<file path="src/rtl/hazard_ctrl_pkg.sv">
// Shared pipeline definitions for the hazard controller:
// memory-wait FSM states and forwarding select codes.
package hazard_ctrl_pkg;

    typedef enum logic {
        IDLE = 1'b0,
        WAIT = 1'b1
    } mem_state_t;

    localparam logic [1:0] FWD_NONE = 2'b00;
    localparam logic [1:0] FWD_WB   = 2'b01;
    localparam logic [1:0] FWD_MEM  = 2'b10;

    localparam logic [1:0] RES_LOAD = 2'b01;

endpackage

</file>
<file path="src/rtl/hazard_ctrl_fwd.sv">
// One ALU operand forwarding selector; the younger M-stage
// result wins over the W-stage result.
module fwd_unit
    import hazard_ctrl_pkg::*;
(
    input  logic [4:0] rs_e,
    input  logic [4:0] rd_m,
    input  logic       reg_write_m,
    input  logic [4:0] rd_w,
    input  logic       reg_write_w,
    output logic [1:0] fwd
);

    always_comb begin
        fwd = FWD_NONE;
        if (reg_write_m && rd_m != 5'd0 && rd_m == rs_e)
            fwd = FWD_MEM;
        else if (reg_write_w && rd_w != 5'd0 && rd_w == rs_e)
            fwd = FWD_WB;
    end

endmodule

</file>
<file path="src/rtl/hazard_ctrl.sv">
// Pipeline hazard control: forwarding, load-use stall,
// branch flush and memory wait with timeout.
module hazard_ctrl
    import hazard_ctrl_pkg::*;
#(
    parameter int MEM_TIMEOUT = 16,
    parameter int CNT_W       = 16
) (
    input  logic             clk,
    input  logic             rst,
    input  logic [4:0]       Rs1D,
    input  logic [4:0]       Rs2D,
    input  logic [4:0]       Rs1E,
    input  logic [4:0]       Rs2E,
    input  logic [4:0]       RdE,
    input  logic [1:0]       ResultSrcE,
    input  logic             PCSrcE,
    input  logic [4:0]       RdM,
    input  logic             RegWriteM,
    input  logic [1:0]       ResultSrcM,
    input  logic             MemWriteM,
    input  logic             MemReadyM,
    input  logic [4:0]       RdW,
    input  logic             RegWriteW,
    output logic [1:0]       ForwardAE,
    output logic [1:0]       ForwardBE,
    output logic             StallF,
    output logic             StallD,
    output logic             StallE,
    output logic             StallM,
    output logic             FlushD,
    output logic             FlushE,
    output logic             FlushW,
    output logic             MemErr,
    output logic [CNT_W-1:0] StallCount
);

    localparam logic [7:0] TIMEOUT = 8'(MEM_TIMEOUT);

    mem_state_t state;
    logic [7:0] wait_cnt;
    logic       lw_stall;
    logic       mem_op;
    logic       mem_stall;
    logic       timeout;

    fwd_unit u_fwd_a (
        .rs_e        (Rs1E),
        .rd_m        (RdM),
        .reg_write_m (RegWriteM),
        .rd_w        (RdW),
        .reg_write_w (RegWriteW),
        .fwd         (ForwardAE)
    );

    fwd_unit u_fwd_b (
        .rs_e        (Rs2E),
        .rd_m        (RdM),
        .reg_write_m (RegWriteM),
        .rd_w        (RdW),
        .reg_write_w (RegWriteW),
        .fwd         (ForwardBE)
    );

    always_comb begin
        lw_stall = (ResultSrcE == RES_LOAD) && (RdE != 5'd0)
                   && ((RdE == Rs1D) || (RdE == Rs2D));
        mem_op   = MemWriteM || (ResultSrcM == RES_LOAD);
        timeout  = (state == WAIT) && !MemReadyM
                   && (wait_cnt >= TIMEOUT);
        if (state == IDLE)
            mem_stall = mem_op && !MemReadyM;
        else
            mem_stall = !MemReadyM && (wait_cnt < TIMEOUT);
    end

    // Reset forces bubbles everywhere; memory stall dominates otherwise.
    always_comb begin
        StallF = 1'b0;
        StallD = 1'b0;
        StallE = 1'b0;
        StallM = 1'b0;
        FlushD = 1'b1;
        FlushE = 1'b1;
        FlushW = 1'b1;
        if (!rst) begin
            if (mem_stall) begin
                StallF = 1'b1;
                StallD = 1'b1;
                StallE = 1'b1;
                StallM = 1'b1;
                FlushD = 1'b0;
                FlushE = 1'b0;
                FlushW = 1'b1;
            end else begin
                StallF = lw_stall;
                StallD = lw_stall;
                FlushE = lw_stall || PCSrcE;
                FlushD = PCSrcE;
                FlushW = 1'b0;
            end
        end
    end

    always_ff @(posedge clk or posedge rst) begin
        if (rst) begin
            state      <= IDLE;
            wait_cnt   <= 8'd0;
            MemErr     <= 1'b0;
            StallCount <= '0;
        end else begin
            if (StallF && (StallCount != {CNT_W{1'b1}}))
                StallCount <= StallCount + CNT_W'(1);
            case (state)
                IDLE: begin
                    if (mem_op && !MemReadyM) begin
                        state    <= WAIT;
                        wait_cnt <= 8'd0;
                    end
                end
                WAIT: begin
                    if (MemReadyM) begin
                        state <= IDLE;
                    end else if (timeout) begin
                        state  <= IDLE;
                        MemErr <= 1'b1;
                    end else begin
                        wait_cnt <= wait_cnt + 8'd1;
                    end
                end
                default: state <= IDLE;
            endcase
        end
    end

endmodule

</file>
<file path="config.mk">
export PLATFORM = sky130hd
export DESIGN_NAME = hazard_ctrl
export DESIGN_NICKNAME = d
export VERILOG_FILES = /design/src/rtl/hazard_ctrl_pkg.sv /design/src/rtl/hazard_ctrl_fwd.sv /design/src/rtl/hazard_ctrl.sv
export SDC_FILE = /design/constraint.sdc
export NUM_CORES = 1
export LEC_CHECK = 0
export BUFFER_PORTS_ARGS = -buffer_cell sky130_fd_sc_hd__buf_2
export CAP_MARGIN = 15
export CORE_MARGIN = 2
export CORE_UTILIZATION = 43
export CTS_CLUSTER_DIAMETER = 120
export CTS_CLUSTER_SIZE = 30
export DETAILED_ROUTE_END_ITERATION = 10
export MAX_ROUTING_LAYER = met4
export PLACE_DENSITY = 0.81
export SLEW_MARGIN = 10
export SYNTH_ARGS = -nofsm -noshare
export SYNTH_HDL_FRONTEND = slang
export SYNTH_SLANG_ARGS = --single-unit
</file>
<file path="constraint.sdc">
create_clock -name clk -period 1.85 [get_ports clk]
set_input_delay 0.37 -clock clk [delete_from_list [all_inputs] [get_ports clk]]
set_output_delay 0.37 -clock clk [all_outputs]
set_load 0.03 [all_outputs]
</file>
==> impl_metrics.sql <==
INSERT INTO impl_metrics (metric_group, metric, value, unit) VALUES
('layout', 'drive_above_1_share', '55.2', '%'),
('clocking', 'clockRootBuffer', 'clkbuf_8', ''),
('setup_path', 'timing.critical_path.fanout_max', '2', ''),
('setup_path', 'crit_path_start_kind', 'primary input', ''),
('floorplanning', 'die_w', '67.8', 'µm'),
('synthesis', 'syn_inst', '177', ''),
('place', 'dpl.cell_count', '327', ''),
('pwr', 'cellLeakagePower', '1.36', 'nW'),
('sta', 'final_hold_viol_count', '0', ''),
('setup_path', 'cp_cell_sequence', 'buf_6, or4_4, o21ai_4, buf_6, nor4_4, nor4_4, buf_6', ''),
('sta', 'fin_worst_skew', '0.00269', 'ns'),
('setup_path', 'timing.critical_path.from', 'RdM[2]', ''),
('synthesis', 'async_reset_ff_share', '100', '%'),
('status', 'violations', 'negative setup slack', ''),
('synthesis', 'most_frequent_cell_after_synthesis', 'xor2_1', ''),
('layout', 'areaGrowthSynthToFinish', '62.7', '%'),
('sta', 'finalHoldWorstSlack', '0.359', 'ns'),
('route', 'vias', '1771', ''),
('setup_path', 'reg2reg_from', 'wait_cnt[7]', ''),
('pwr', 'sequentialPowerShare', '35.4', '%'),
('synthesis', 'netlist-cell-type-count', '38', ''),
('synthesis', 'syn-mean-instance-area', '9.90', 'µm²'),
('floorplanning', 'fp.dieArea', '0.00460', 'mm²'),
('global_routing', 'grt_max_degree', '21', ''),
('route', 'drc', '0', ''),
('sta', 'slew_headroom', '75.4', '%'),
('synthesis', 'synth_top_area_share', '37.1', '%'),
('synthesis', 'synth-seq-cells', '26', ''),
('layout', 'antenna_cells', '0', ''),
('route', 'routed_wl', '5220', 'µm'),
('layout', 'multi_input_comb_area', '0.00125', 'mm²'),
('synthesis', 'synth_cell_area', '0.00175', 'mm²'),
('layout', 'layoutNonFillerInstCount', '338', ''),
('sta', 'finalWorstPathRequiredPeriod', '2.06', 'ns'),
('sta', 'final_critical_path_setup_slack', '-0.206', 'ns'),
('pwr', 'netSwitchingFraction', '35.4', '%'),
('pwr', 'p_switching', '0.719', 'mW'),
('route', 'drt-vias-per-instance', '5.24', ''),
('layout', 'area.sequential', '651', 'µm²'),
('setup_path', 'endpoint_kind', 'primary output', ''),
('status', 'run_status', 'finished, violations left', ''),
('place', 'number_of_buffers_inserted_by_port_buffering', '73', ''),
('floorplanning', 'initial_standard_cell_utilization_of_the_core', '44.1', '%'),
('clocking', 'maximum_level_of_the_cts_h_tree', '1', ''),
('synthesis', 'synth_warnings', '0', ''),
('setup_path', 'worst-setup-path-type', 'primary input to primary output', ''),
('place', 'post-dp-hpwl', '3550', 'µm'),
('sta', 'layout_worst_path_cycle_share', '111', '%'),
('synthesis', 'synth_top_cell_by_area', 'dfrtp_1', ''),
('pwr', 'share_comb_of_total_power', '41.2', '%'),
('route', 'first_pass_iters', '4', ''),
('clocking', 'clock_insertion_delay_worst_skew', '0.27', 'ns'),
('setup_path', 'worst_path_max_delay_cell', 'or4_4', ''),
('pwr', 'cell_internal_pwr', '1.31', 'mW'),
('layout', 'post_layout_nets', '338', ''),
('clocking', 'cts_made_buffers', '3', ''),
('floorplanning', 'core_area', '0.00397', 'mm²'),
('setup_path', 'path_common_cell', 'buf_6', ''),
('pwr', 'max-vdd-ir-drop', '1070', 'µV'),
('global_routing', 'overflow', '0', ''),
('sta', 'setup_viol', '11', ''),
('floorplanning', 'fp.dieH', '67.8', 'µm'),
('clocking', 'clk_pin_slew', '0.09', 'ns'),
('clocking', 'clock_tree_from_tritoncts', 'built', ''),
('synthesis', 'synth.top_cells.by_area', 'dfrtp_1 (37%), xor2_1 (14%), xnor2_1 (8.5%), nand3_1 (3.1%), nor2_1 (2.8%)', ''),
('global_routing', 'grt_use_total', '22.6', '%'),
('synthesis', 'synth_edf_count', '0', ''),
('sta', 'fmax', '486', 'MHz'),
('route', 'wl_per_cell', '15.4', 'µm'),
('setup_path', 'arrival', '1.69', 'ns'),
('setup_path', 'cp_data_required_time', '1.48', 'ns');
-- registers in the layout, summed over array words and instances, names as in the netlist --
register,count
wait_cnt,8
state,1
MemErr,1
StallCount,16
-- area by class of cell --
type / instances / share of cell area [%]
Timing Repair Buffer: 111 / 27.8
Multi-Input combinational cell: 143 / 44.0
Clock inverter: 1 / 1.05
Clock buffer: 3 / 1.45
Tap cell: 50 / 2.19
Inverter: 4 / 0.658
Sequential cell: 26 / 22.8
-- timing repair --
item,4_1_cts,5_1_grt
pin swaps,10,14
gates resized for setup,31,36
endpoints found under the setup margin,11,18
buffers inserted,4,4
-- layer usage --
metal  up-vias  global-route usage, %  routed length [µm]
li1        837                      -                   -
met1       839                   24.1                1940
met2        84                   43.3                2750
met3        11                   3.13                 419
met4         0                   6.75                 108
met5         -                      -                   0
-- placed cells by master (no fill, tap or decap), drive strengths merged, types with 2 or more instances in the layout --
cell and n:
nor2b 2, or4 5, and4 2, ha 3, and2 4, nor3b 2, inv 3, nor4 5
nor3 5, nand2 11, buf 111, xor2 28, nand3 12, xnor2 17, clkbuf 3, a21oi 2
o21ai 7, dfrtp 26, nor2 14, nand4 6, and3 5, mux2 3
-- worst max-delay path, delay by kind of cell --
| family | cells | cell delay (ns) |
|---|---|---|
| and+or+nand+nor | 3 | 0.74 |
| AOI/OAI and AO/OA | 1 | 0.19 |
| buffers and inverters | 3 | 0.38 |
-- cells by family after synthesis --
family | after synthesis | synth area share [%]
AO/OA/AOI/OAI | 14 | 6.43
XOR/XNOR | 45 | 22.5
adder cells (fa/ha/maj) | 3 | 2.14
buffers and inverters | 8 | 2.57
flip-flops | 26 | 37.1
AND/OR/NAND/NOR | 78 | 27.1
multiplexers | 3 | 2.14
-- stage by stage --
stage	util, %	worst slack (ns)	power, mW	cell area [µm²]
floorplan	-	-0.169	1.15	1840
global placement	62.1	-0.266	1.41	2460
detailed placement	62.1	-0.303	1.44	2460
CTS	67.3	-0.218	1.96	2670
global route	71.8	-0.247	2.12	2850
finish	71.8	-0.206	2.03	2850
-- power groups by stage --
stage               sequential [mW]  clock, mW  combinational [mW]
floorplan                     0.844          0               0.305
global placement              0.722          0               0.690
detailed placement            0.728          0               0.711
CTS                           0.718      0.477               0.767
global route                  0.733      0.495               0.890
finish                        0.720      0.476               0.838
-- worst paths after layout --
check / end / slack [ns] / depth (start not counted)
min in group clk: MemErr / 0.39 / 3
min reg2reg: MemErr / 0.49 / 1
max reg2reg: StallCount[12] / 0.04 / 7
max: ForwardBE[0] / -0.21 / 7
max in group asynchronous: StallCount[3] / 1.22 / 3
min: StallCount[9] / 0.36 / 3
Power figures use the tool's default switching activity.
